**src/rtl/shift_cmd_queue.sv**
```systemverilog
// Command FIFO feeding a 16-bit barrel shifter, with a registered valid/ready result stage.
// Optional `SHIFT_STICKY_EN adds res_sticky, the OR of every bit shifted out.

module barrel_shift_16bit (
  input  logic [15:0] din,
  input  logic [3:0]  ctrl,
  input  logic        dir,
  input  logic        arith,
  output logic [15:0] dout
);

  // Log shifter: stage k shifts by 2**k when ctrl[k] is set; dir=1 moves toward the LSB
  always_comb begin
    logic [15:0] v;
    v = din;
    for (int k = 0; k < 4; k++) begin
      if (!ctrl[k]) begin
        v = v;
      end else if (!dir) begin
        v = v << (1 << k);
      end else if (arith) begin
        v = 16'($signed(v) >>> (1 << k));
      end else begin
        v = v >> (1 << k);
      end
    end
    dout = v;
  end

endmodule

module shift_cmd_queue #(
  parameter int DEPTH = 4,
  parameter int TAG_W = 4
) (
  input  logic                       clk,
  input  logic                       rst,
  input  logic                       cmd_valid,
  output logic                       cmd_ready,
  input  logic [15:0]                cmd_data,
  input  logic [4:0]                 cmd_amt,
  input  logic                       cmd_dir,
  input  logic                       cmd_arith,
  input  logic [TAG_W-1:0]           cmd_tag,
  output logic                       res_valid,
  input  logic                       res_ready,
  output logic [15:0]                res_data,
  output logic [TAG_W-1:0]           res_tag,
`ifdef SHIFT_STICKY_EN
  output logic                       res_sticky,
`endif
  output logic [$clog2(DEPTH):0]     count
);

  localparam int PW = $clog2(DEPTH);
  localparam int CW = PW + 1;
  localparam logic [CW-1:0] DEPTH_C = CW'(DEPTH);

  typedef struct packed {
    logic [15:0]      data;
    logic [4:0]       amt;
    logic             dir;
    logic             arith;
    logic [TAG_W-1:0] tag;
  } cmd_t;

  cmd_t             fifo_r [DEPTH];
  logic [PW-1:0]    wr_ptr_r, rd_ptr_r;
  logic [CW-1:0]    count_r, count_next_s;
  logic             cmd_ready_r;
  logic             res_valid_r;
  logic [15:0]      res_data_r;
  logic [TAG_W-1:0] res_tag_r;
  logic             push_s, issue_s;
  cmd_t             head_s;
  logic [15:0]      shift_out_s, result_s;

  assign push_s  = cmd_valid & cmd_ready_r;
  assign issue_s = (count_r != '0) & (~res_valid_r | res_ready);
  assign head_s  = fifo_r[rd_ptr_r];

  // Left shifts never sign-fill, so arith only reaches the shifter on right shifts
  barrel_shift_16bit u_shift (
    .din   (head_s.data),
    .ctrl  (head_s.amt[3:0]),
    .dir   (head_s.dir),
    .arith (head_s.dir & head_s.arith),
    .dout  (shift_out_s)
  );

  // Amounts of 16..31 exceed the shifter range and saturate to the fill value
  always_comb begin
    result_s = shift_out_s;
    if (head_s.amt[4]) begin
      if (head_s.dir & head_s.arith) begin
        result_s = {16{head_s.data[15]}};
      end else begin
        result_s = 16'h0000;
      end
    end else begin
      result_s = shift_out_s;
    end
  end

  // Next occupancy from the push/issue pair
  always_comb begin
    count_next_s = count_r;
    case ({push_s, issue_s})
      2'b10:   count_next_s = count_r + CW'(1);
      2'b01:   count_next_s = count_r - CW'(1);
      default: count_next_s = count_r;
    endcase
  end

  // FIFO storage; contents are don't-care until written, so no reset
  always_ff @(posedge clk) begin
    if (push_s) begin
      fifo_r[wr_ptr_r] <= '{data: cmd_data, amt: cmd_amt, dir: cmd_dir,
                            arith: cmd_arith, tag: cmd_tag};
    end
  end

  // Pointers, occupancy, registered ready and the result register
  always_ff @(posedge clk) begin
    if (rst) begin
      wr_ptr_r    <= '0;
      rd_ptr_r    <= '0;
      count_r     <= '0;
      cmd_ready_r <= 1'b1;
      res_valid_r <= 1'b0;
      res_data_r  <= 16'h0000;
      res_tag_r   <= '0;
    end else begin
      if (push_s) wr_ptr_r <= wr_ptr_r + PW'(1);
      if (issue_s) rd_ptr_r <= rd_ptr_r + PW'(1);
      count_r     <= count_next_s;
      cmd_ready_r <= (count_next_s < DEPTH_C);
      if (issue_s) begin
        res_valid_r <= 1'b1;
        res_data_r  <= result_s;
        res_tag_r   <= head_s.tag;
      end else if (res_ready) begin
        res_valid_r <= 1'b0;
      end
    end
  end

`ifdef SHIFT_STICKY_EN
  logic [15:0] lost_mask_s;
  logic        sticky_s, res_sticky_r;

  // Mask of operand bits that leave the word; all ones once amt reaches 16
  always_comb begin
    lost_mask_s = 16'h0000;
    if (head_s.dir) begin
      lost_mask_s = ~(16'hFFFF << head_s.amt);
    end else begin
      lost_mask_s = ~(16'hFFFF >> head_s.amt);
    end
    sticky_s = |(head_s.data & lost_mask_s);
  end

  // Sticky flag loads alongside res_data
  always_ff @(posedge clk) begin
    if (rst) begin
      res_sticky_r <= 1'b0;
    end else if (issue_s) begin
      res_sticky_r <= sticky_s;
    end
  end

  assign res_sticky = res_sticky_r;
`endif

  assign cmd_ready = cmd_ready_r;
  assign res_valid = res_valid_r;
  assign res_data  = res_data_r;
  assign res_tag   = res_tag_r;
  assign count     = count_r;

endmodule

```
**config.mk**
```make
export PLATFORM = sky130hd
export DESIGN_NAME = shift_cmd_queue
export DESIGN_NICKNAME = d
export VERILOG_FILES = /design/src/rtl/shift_cmd_queue.sv
export SDC_FILE = /design/constraint.sdc
export NUM_CORES = 1
export LEC_CHECK = 0
export BUFFER_PORTS_ARGS = -buffer_cell sky130_fd_sc_hd__buf_2
export CORE_MARGIN = 2
export CORE_UTILIZATION = 65
export DETAILED_ROUTE_END_ITERATION = 10
export GPL_TIMING_DRIVEN = 0
export HOLD_SLACK_MARGIN = 0.08
export PLACE_DENSITY = 0.89
export SYNTH_ARGS = -nofsm -noshare
export SYNTH_HDL_FRONTEND = slang
export SYNTH_SLANG_ARGS = --single-unit
export TNS_END_PERCENT = 100
```
**constraint.sdc**
```tcl
create_clock -name clk -period 6.1 [get_ports clk]
set_clock_uncertainty 0.15 [all_clocks]
set_input_delay 0.305 -clock clk [delete_from_list [all_inputs] [get_ports clk]]
set_output_delay 0.305 -clock clk [all_outputs]
set_load 0.03 [all_outputs]
```
==> results_dict.tcl, run 1 <==
set metrics [dict create \
    critPathKind "register to register" \
    rsz0062_at_grt "no" \
    yosys-top-cells-area "edfxtp_1 47%, dfxtp_1 9.0%, mux4_2 4.9%" \
    place_area_sq_um 7320 \
    dr.pass1.iters 6 \
    h-tree-depth 4 \
    power_density_nw_per_um2 594 \
    synthTopCellsByCount "108 x edfxtp_1, 50 x nor2_1, 38 x nand2_1" \
    dieHeight_um 107 \
    multi_input_area_sq_um 2770 \
    grt_use_met3 0.0802 \
    synth.largest_area_cell "edfxtp_1" \
    initial_core_util 0.668 \
    synth_area_sq_um 6870 \
    fmax_mhz 284 \
    post-place-cells 726 \
    status "finished, final reports clean" \
    postCtsSetupBuffers 0 \
    grt_max_degree 28 \
    areaGrowthSynthToFinish_pct 19.4 \
    seqCellArea_sq_um 3860 \
    first_global_vias 5528 \
    rows 37 \
    netlist.area_leader.share 0.472 \
    avgSynthCellArea_sq_um 12.8 \
    drive_gt1_frac 0.233 \
    clk_pin_slew_ns 0.07 \
    required_ns 6.35 \
    cp-end-kind "register" \
    setup_violations 0 \
    grt_use_total 0.375 \
    hp-class "register to register" \
    antenna_cells 0 \
    dpl.hpwl_mm 12.7 \
    ys_warn_count 0 \
    place.gp.congestion 1.00 \
    yosysMostFrequentCell "edfxtp_1" \
    critPathMaxFanout 10 \
    finalWorstPathRequiredPeriod_ns 3.52 \
    drv_cap 0 \
    cts-root-buf "clkbuf_8" \
    grt_busiest_layer "met2" \
    numCtsBuffers 17 \
    cts_tree "built" \
    clk_latency_ns 0.55 \
    nets 676 \
    cts_hold_buf 30 \
    die-area_sq_um 11400 \
    slew-limit-headroom 0.443 \
    fin_crit_sh 0.576 \
    grtUsageMet1 0.484 \
    tns_ns 0 \
    cts_sinks 139 \
    arrival_ns 3.77 \
    ir_worst_vdd_v 0.000327 \
    hold_ws_ns 0.320 \
    cts-resized-gates 0 \
    instances_no_fill 788 \
    drt_iter0_markers 869 \
    ant_nets 0 \
    async_reset_ff_frac 0 \
    antenna_found_initial 0 \
    met2_usage 0.605 \
    synth-edff-count 108 \
    nFillCells 597 \
    synth-main-ff-cell "edfxtp_1" \
    crit_path_start_kind "register" \
    grt_pass1_wl_mm 31.4 \
    yosysSeqAreaShare 0.562 \
    worst_slew_pin_slew_ns 0.835 \
    grt_remaining_overflow 0 \
    wl_per_cell_um 26.1 \
    finish.instance_area_sq_um 8200 \
    synthesis.nets 572 \
    ys_ff_latch 139 \
    via_per_inst 6.90 \
    routed-via-count 5440 \
    drt-total-wl_mm 20.6 \
    p_leak_nw 3.02 \
    post_synth_num_cell_types 65 \
    core_sq_um 10300 \
    remaining_drc_errors 0 \
    slew_violations 0 \
    finalHoldViolations 0 \
    clock_path_buffers 2 \
    fp.dieW_um 107 \
    io_pins 56 \
    io_buffers 55 \
    synth_cells 535 \
]
[path summary, 6_finish.rpt]
check | from | end | slack [ns] | cells past startpoint
setup / recovery | register | res_data[11]$_SDFFE_PP0P_ | 2.58 | 7
setup reg to reg | register | res_data[11]$_SDFFE_PP0P_ | 2.58 | 7
hold reg to reg | res_tag[3]$_SDFFE_PP0P_ | res_tag[3]$_SDFFE_PP0P_ | 0.32 | 2
hold / removal | res_tag[3]$_SDFFE_PP0P_ | res_tag[3]$_SDFFE_PP0P_ | 0.32 | 2
[flip-flops by register name, summed over array words and instances, names as in the netlist, named ones only]
signal	cells
wr_ptr_r	2
fifo_r	108
res_data	16
rd_ptr_r	2
cmd_ready	1
count	3
res_valid	1
res_tag	4
[power by group]
| group | switching (W) | total (W) | leakage (nW) | internal (W) |
|---|---|---|---|---|
| registers | 0.0000815 | 0.00127 | 1.25 | 0.00119 |
| logic | 0.00167 | 0.00256 | 1.49 | 0.000889 |
| clock network | 0.000478 | 0.00104 | 0.286 | 0.000565 |
| total | 0.00223 | 0.00487 | 3.02 | 0.00264 |
[cell families after synthesis]
family / after synthesis / synth area share
fa+ha+maj: 6 / 0.0120
mux: 67 / 0.155
simple gates: 160 / 0.109
flops: 139 / 0.562
compound gates: 115 / 0.118
buf+inv: 42 / 0.0352
xor+xnor: 6 / 0.00765
[final cells by class]
class                      instances  area share
multi-input combinational        354       0.338
buffer                            36      0.0267
tap                              136      0.0207
timing repair buffer              85      0.0702
clock buffer                      17      0.0505
inverter                           6     0.00275
clock inverter                    15      0.0204
sequential                       139       0.471
[cell usage in the layout (no fill, tap or decap), types with 5 or more instances in the layout]
master and n:
edfxtp_1 108, buf_2 70, nor2_1 50, nand2_1 38, a21oi_1 32, dfxtp_1 31, dlygate4sd3_1 30, mux2i_1 28
nor3_1 22, o21ai_0 20, clkbuf_16 16, mux4_2 15, clkbuf_1 12, mux2_2 12, mux4_1 11, nand3_1 9
nor4_1 7, a211oi_1 7, inv_1 6, nor2b_1 6, a21o_1 5, buf_6 5, nand2b_1 5, a31oi_1 5
or3_1 5, ha_1 5, inv_6 5, inv_8 5
[per-layer routing]
layer  wire length (um)  vias up
li1                   -     2305
met1               7590     2594
met2              10000      450
met3               2040       91
met4                925        0
met5                  0        -
[per-stage QoR]
stage	util	power (W)	setup WS (ns)
final	0.798	0.00487	2.58
after global routing	0.798	0.00502	2.53
after CTS	0.798	0.00473	2.74
after detailed placement	0.712	0.00367	2.75
after global placement	0.712	0.00363	2.60
after floorplan	-	0.00301	3.28
[worst max-delay path: stages, from the launching register on]
cell       delay [ns]
dfxtp_1          0.45
buf_6            0.22
mux4_1           0.75
and3_1           0.36
a21oi_4          0.37
nand2b_1         0.25
a2111oi_0        0.67
nor4_1           0.14
No activity file was read; power rests on OpenSTA's default activity.
==> run 2, diff against run 1 <==
- CORE_UTILIZATION: 65 -> 60
- PLACE_DENSITY: 0.89 -> 0.83
- clock period: 6.1 -> 3.3 ns (I/O delays scaled with it)
==> results_dict.tcl, run 2 (same netlist as run 1, synthesis figures left out) <==
set metrics [dict create \
    status "finished, final reports clean" \
    tns_ns 0 \
    dr.pass1.iters 6 \
    core_sq_um 11300 \
    areaGrowthSynthToFinish_pct 18.8 \
    rrSetupSlack_ns 0.06 \
    finalHoldViolations 0 \
    swShare 0.446 \
    drt-total-wl_mm 19.3 \
    initial_core_util 0.609 \
    nets 674 \
    ir_worst_vdd_v 0.000771 \
    grt_remaining_overflow 0 \
    postCtsSetupBuffers 0 \
    critPathMaxFanout 10 \
    power_w 0.00866 \
    grt_use_total 0.332 \
    first_global_vias 5144 \
    cpPeakStageDelay_ns 0.68 \
    worst_slack_ns 0.0553 \
    antenna_found_initial 0 \
    fin_crit_sh 0.983 \
    cp-end-kind "register" \
    final_common_cell "edfxtp_1" \
    drv_cap 0 \
    h-tree-depth 4 \
    clock_path_buffers 2 \
    drive_gt1_frac 0.233 \
    worstPathCellList "mux4_2 -> buf_2 -> mux2i_1 -> a21oi_1 -> mux2i_4 -> a2111oi_0 -> o221a_1" \
    grt_max_degree 28 \
    remaining_drc_errors 0 \
    cts_sinks 139 \
    ant_nets 0 \
    slew_violations 0 \
    critPathBufInv 1 \
    via_per_inst 6.50 \
    io_pins 56 \
    drt_iter0_markers 690 \
    arrival_ns 3.46 \
    numCtsBuffers 17 \
    crit_path_start_kind "register" \
    switchingPower_w 0.00386 \
    rows 39 \
    finalWorstPathRequiredPeriod_ns 3.24 \
    routed-via-count 5148 \
    cts_tree "built" \
    io_buffers 55 \
    nFillCells 738 \
    die-area_sq_um 12300 \
    rsz0062_at_grt "yes" \
    seq_power_share 0.270 \
    fp.dieW_um 111 \
    place.gp.congestion 0.975 \
    dieHeight_um 111 \
    dpl.hpwl_mm 12.2 \
    setup_violations 0 \
    layout_common_cells "108 x edfxtp_1, 70 x buf_2, 50 x nor2_1, 38 x nand2_1, 32 x a21oi_1" \
    power.clock.fraction 0.200 \
    cp_slowest_cell "a2111oi_0" \
    worst_slew_pin_slew_ns 0.814 \
    p_leak_nw 2.98 \
    required_ns 3.52 \
    grt_pass1_wl_mm 30.6 \
    internal_power_w 0.00480 \
    antenna_cells 0 \
    hp-class "register to register" \
    largest_register_ffs 108 \
    slew-limit-headroom 0.457 \
    pwr-share-comb 0.530 \
    power_density_nw_per_um2 1060 \
    critPathKind "register to register" \
    pre_cts_ws_ns 0.0673 \
    wl_per_cell_um 24.3 \
    cts-root-buf "clkbuf_16" \
    critical_path.top_delay_family "compound AO/OA/AOI/OAI gates" \
    clk_pin_slew_ns 0.06 \
    top_register "fifo_r" \
    fmax_mhz 308 \
    clk_latency_ns 0.43 \
]
## run 2: worst register-to-register path: stages (launching register included)
cell,delay (ns)
dfxtp_1,0.42
mux4_2,0.65
buf_2,0.26
mux2i_1,0.14
a21oi_1,0.45
mux2i_4,0.16
a2111oi_0,0.68
o221a_1,0.28
## run 2: power groups by stage
| stage | clock, W | combinational, W | sequential [W] |
|---|---|---|---|
| after global placement | 0 | 0.00440 | 0.00234 |
| final | 0.00173 | 0.00459 | 0.00233 |
| after floorplan | 0 | 0.00296 | 0.00260 |
| after detailed placement | 0 | 0.00441 | 0.00236 |
| after CTS | 0.00171 | 0.00446 | 0.00233 |
| after global routing | 0.00182 | 0.00490 | 0.00237 |
## run 2: layer usage
metal	vias to the layer above	wire length [um]	GRT usage	part of all wire
met1	2518	8060	0.458	0.42
li1	2296	-	-	-
met5	-	0	0	0
met3	49	1470	0.0782	0.076
met4	0	644	0.142	0.033
met2	285	9090	0.511	0.47
## run 2: final cells by class
| cell class | count | area [sq um] | area share |
|---|---|---|---|
| flip-flops and latches | 139 | 3860 | 0.473 |
| well taps | 143 | 179 | 0.0219 |
| repair buffers | 85 | 576 | 0.0705 |
| plain buffers | 34 | 213 | 0.0261 |
| multi-input cells | 354 | 2780 | 0.341 |
| inverters | 6 | 22.5 | 0.00276 |
| clock buffers | 18 | 429 | 0.0526 |
| clock inverters | 13 | 97.6 | 0.0120 |
## run 2: timing repair
action / 4_1_cts / 5_1_grt
hold buffers: 30 / 0
hold endpoints to repair: 121 / 0
setup endpoints to repair: 0 / 5
resized for setup: 0 / 5
## run 2: stage by stage
stage / instances / instance area, sq um / hold slack (ns) / utilization
3_5_place_dp: 733 / 7330 / 0.231 / 0.650
6_report: 792 / 8160 / 0.312 / 0.724
2_1_floorplan: 535 / 6870 / 0.114 / -
5_1_grt: 792 / 8160 / 0.321 / 0.724
4_1_cts: 794 / 8160 / 0.314 / 0.723
3_3_place_gp: 733 / 7320 / 0.223 / 0.650
## run 2: worst paths after layout
path / startpoint / to / depth (start not counted)
worst max-delay path: register / res_data[7]$_SDFFE_PP0P_ / 7
worst max register to register: register / res_data[7]$_SDFFE_PP0P_ / 7
worst min-delay path: res_tag[3]$_SDFFE_PP0P_ / res_tag[3]$_SDFFE_PP0P_ / 2
worst min register to register: res_tag[3]$_SDFFE_PP0P_ / res_tag[3]$_SDFFE_PP0P_ / 2
==> run 3, diff against run 2 <==
- PLACE_DENSITY: 0.83 -> 0.8
==> results_dict.tcl, run 3 (same netlist as run 1, synthesis figures left out) <==
set metrics [dict create \
    status "finished, final reports clean" \
    drt_iter0_markers 525 \
    areaGrowthSynthToFinish_pct 20.1 \
    worst_slew_pin_slew_ns 0.794 \
    via_per_inst 6.37 \
    slew_violations 0 \
    cts-root-buf "clkbuf_16" \
    dieHeight_um 111 \
    pwr-share-comb 0.511 \
    fmax_mhz 311 \
    swShare 0.437 \
    fp.dieW_um 111 \
    postLayoutCoreUtil 0.732 \
    seq_power_share 0.263 \
    finalWorstPathRequiredPeriod_ns 3.22 \
    hp-class "register to register" \
    switchingPower_w 0.00388 \
    place.gp.congestion 1.01 \
    grt_remaining_overflow 0 \
    required_ns 3.44 \
    cts_tree "built" \
    layout_common_cells "108 x edfxtp_1, 70 x buf_2, 50 x nor2_1, 38 x nand2_1, 32 x a21oi_1" \
    h-tree-depth 4 \
    routed-via-count 5060 \
    first_global_vias 5244 \
    arrival_ns 3.36 \
    grt_pass1_wl_mm 29.5 \
    rows 39 \
    critPathKind "register to register" \
    top_register "fifo_r" \
    p_leak_nw 3.03 \
    pre_cts_ws_ns -0.00461 \
    die-area_sq_um 12300 \
    internal_power_w 0.00500 \
    rrSetupSlack_ns 0.08 \
    clk_latency_ns 0.43 \
    initial_core_util 0.609 \
    nets 675 \
    largest_register_ffs 108 \
    power_w 0.00888 \
    antenna_found_initial 0 \
    wl_per_cell_um 23.2 \
    worst_slack_ns 0.0844 \
    grt_max_degree 28 \
    setup_violations 0 \
    ir_worst_vdd_v 0.000646 \
    dpl.hpwl_mm 12.2 \
    critPathMaxFanout 10 \
    dr.pass1.iters 6 \
    drt-total-wl_mm 18.4 \
    fin_crit_sh 0.974 \
    remaining_drc_errors 0 \
    power_density_nw_per_um2 1080 \
    io_pins 56 \
    cp-end-kind "register" \
    drv_cap 0 \
    crit_path_start_kind "register" \
    finalHoldViolations 0 \
    power.clock.fraction 0.226 \
    clock_path_buffers 2 \
    rsz0062_at_grt "no" \
    numCtsBuffers 17 \
    tns_ns 0 \
    antenna_cells 0 \
    drive_gt1_frac 0.235 \
    slew-limit-headroom 0.471 \
    core_sq_um 11300 \
    cts_sinks 139 \
    io_buffers 55 \
    grt_use_total 0.317 \
    clk_pin_slew_ns 0.07 \
    final_common_cell "edfxtp_1" \
    ant_nets 0 \
]
## run 3: cell types whose count changed in the layout (fill, tap and decap cells not counted), moves of 2 or more
| cell | before | now |
|---|---|---|
| inv_8 | 1 | 7 |
| clkinv_4 | 3 | 0 |
| a2111oi_1 | 0 | 2 |
| bufinv_16 | 0 | 2 |
| clkinv_1 | 2 | 0 |
| clkinvlp_4 | 4 | 2 |
## run 3: power by group through the flow
stage	Clock [W]	Sequential, W	Combinational, W
2_1_floorplan	0	0.00260	0.00296
3_3_place_gp	0	0.00235	0.00440
3_5_place_dp	0	0.00237	0.00437
4_1_cts	0.00202	0.00234	0.00443
5_1_grt	0.00208	0.00237	0.00485
6_report	0.00201	0.00234	0.00454
## run 3: worst max-delay path, cell delays in order (launching register included)
cell and delay, ns:
dfxtp_1 0.43, buf_6 0.21, mux4_1 0.74, and3_1 0.36, a21oi_4 0.34, nand2b_1 0.27, a2111oi_1 0.45, nor4_1 0.12
## run 3: repair_timing
action	CTS	global route
gates resized for setup	0	3
hold buffers	30	0
endpoints found under the hold margin	121	0
buffers inserted	0	0
setup endpoints to repair	2	4
## run 3: area by class of cell
cell class / count / area [sq um]
buffer: 35 / 215
sequential: 139 / 3860
tap: 143 / 179
inverter: 6 / 22.5
clock inverter: 15 / 196
timing repair buffer: 85 / 576
fill: 730 / 3020
multi-input combinational: 354 / 2770
clock buffer: 17 / 425
## run 3: metrics by stage
stage | area [sq um] | cells | hold WS, ns
after global placement | 7320 | 733 | 0.223
after global routing | 8250 | 794 | 0.335
after floorplan | 6870 | 535 | 0.114
after detailed placement | 7330 | 733 | 0.232
final | 8250 | 794 | 0.307
after CTS | 8250 | 794 | 0.310
## run 3: final timing paths
path | from | end | cells past startpoint
worst min register to register | res_tag[3]$_SDFFE_PP0P_ | res_tag[3]$_SDFFE_PP0P_ | 2
worst min-delay path | res_tag[3]$_SDFFE_PP0P_ | res_tag[3]$_SDFFE_PP0P_ | 2
worst max-delay path | register | res_data[11]$_SDFFE_PP0P_ | 7
worst max register to register | register | res_data[11]$_SDFFE_PP0P_ | 7
## run 3: per-layer routing
metal	up-vias	wire length [um]	GRT usage
met2	267	8700	0.492
met5	-	0	0
li1	2298	-	-
met3	54	1340	0.0776
met1	2441	7860	0.433
met4	0	497	0.131
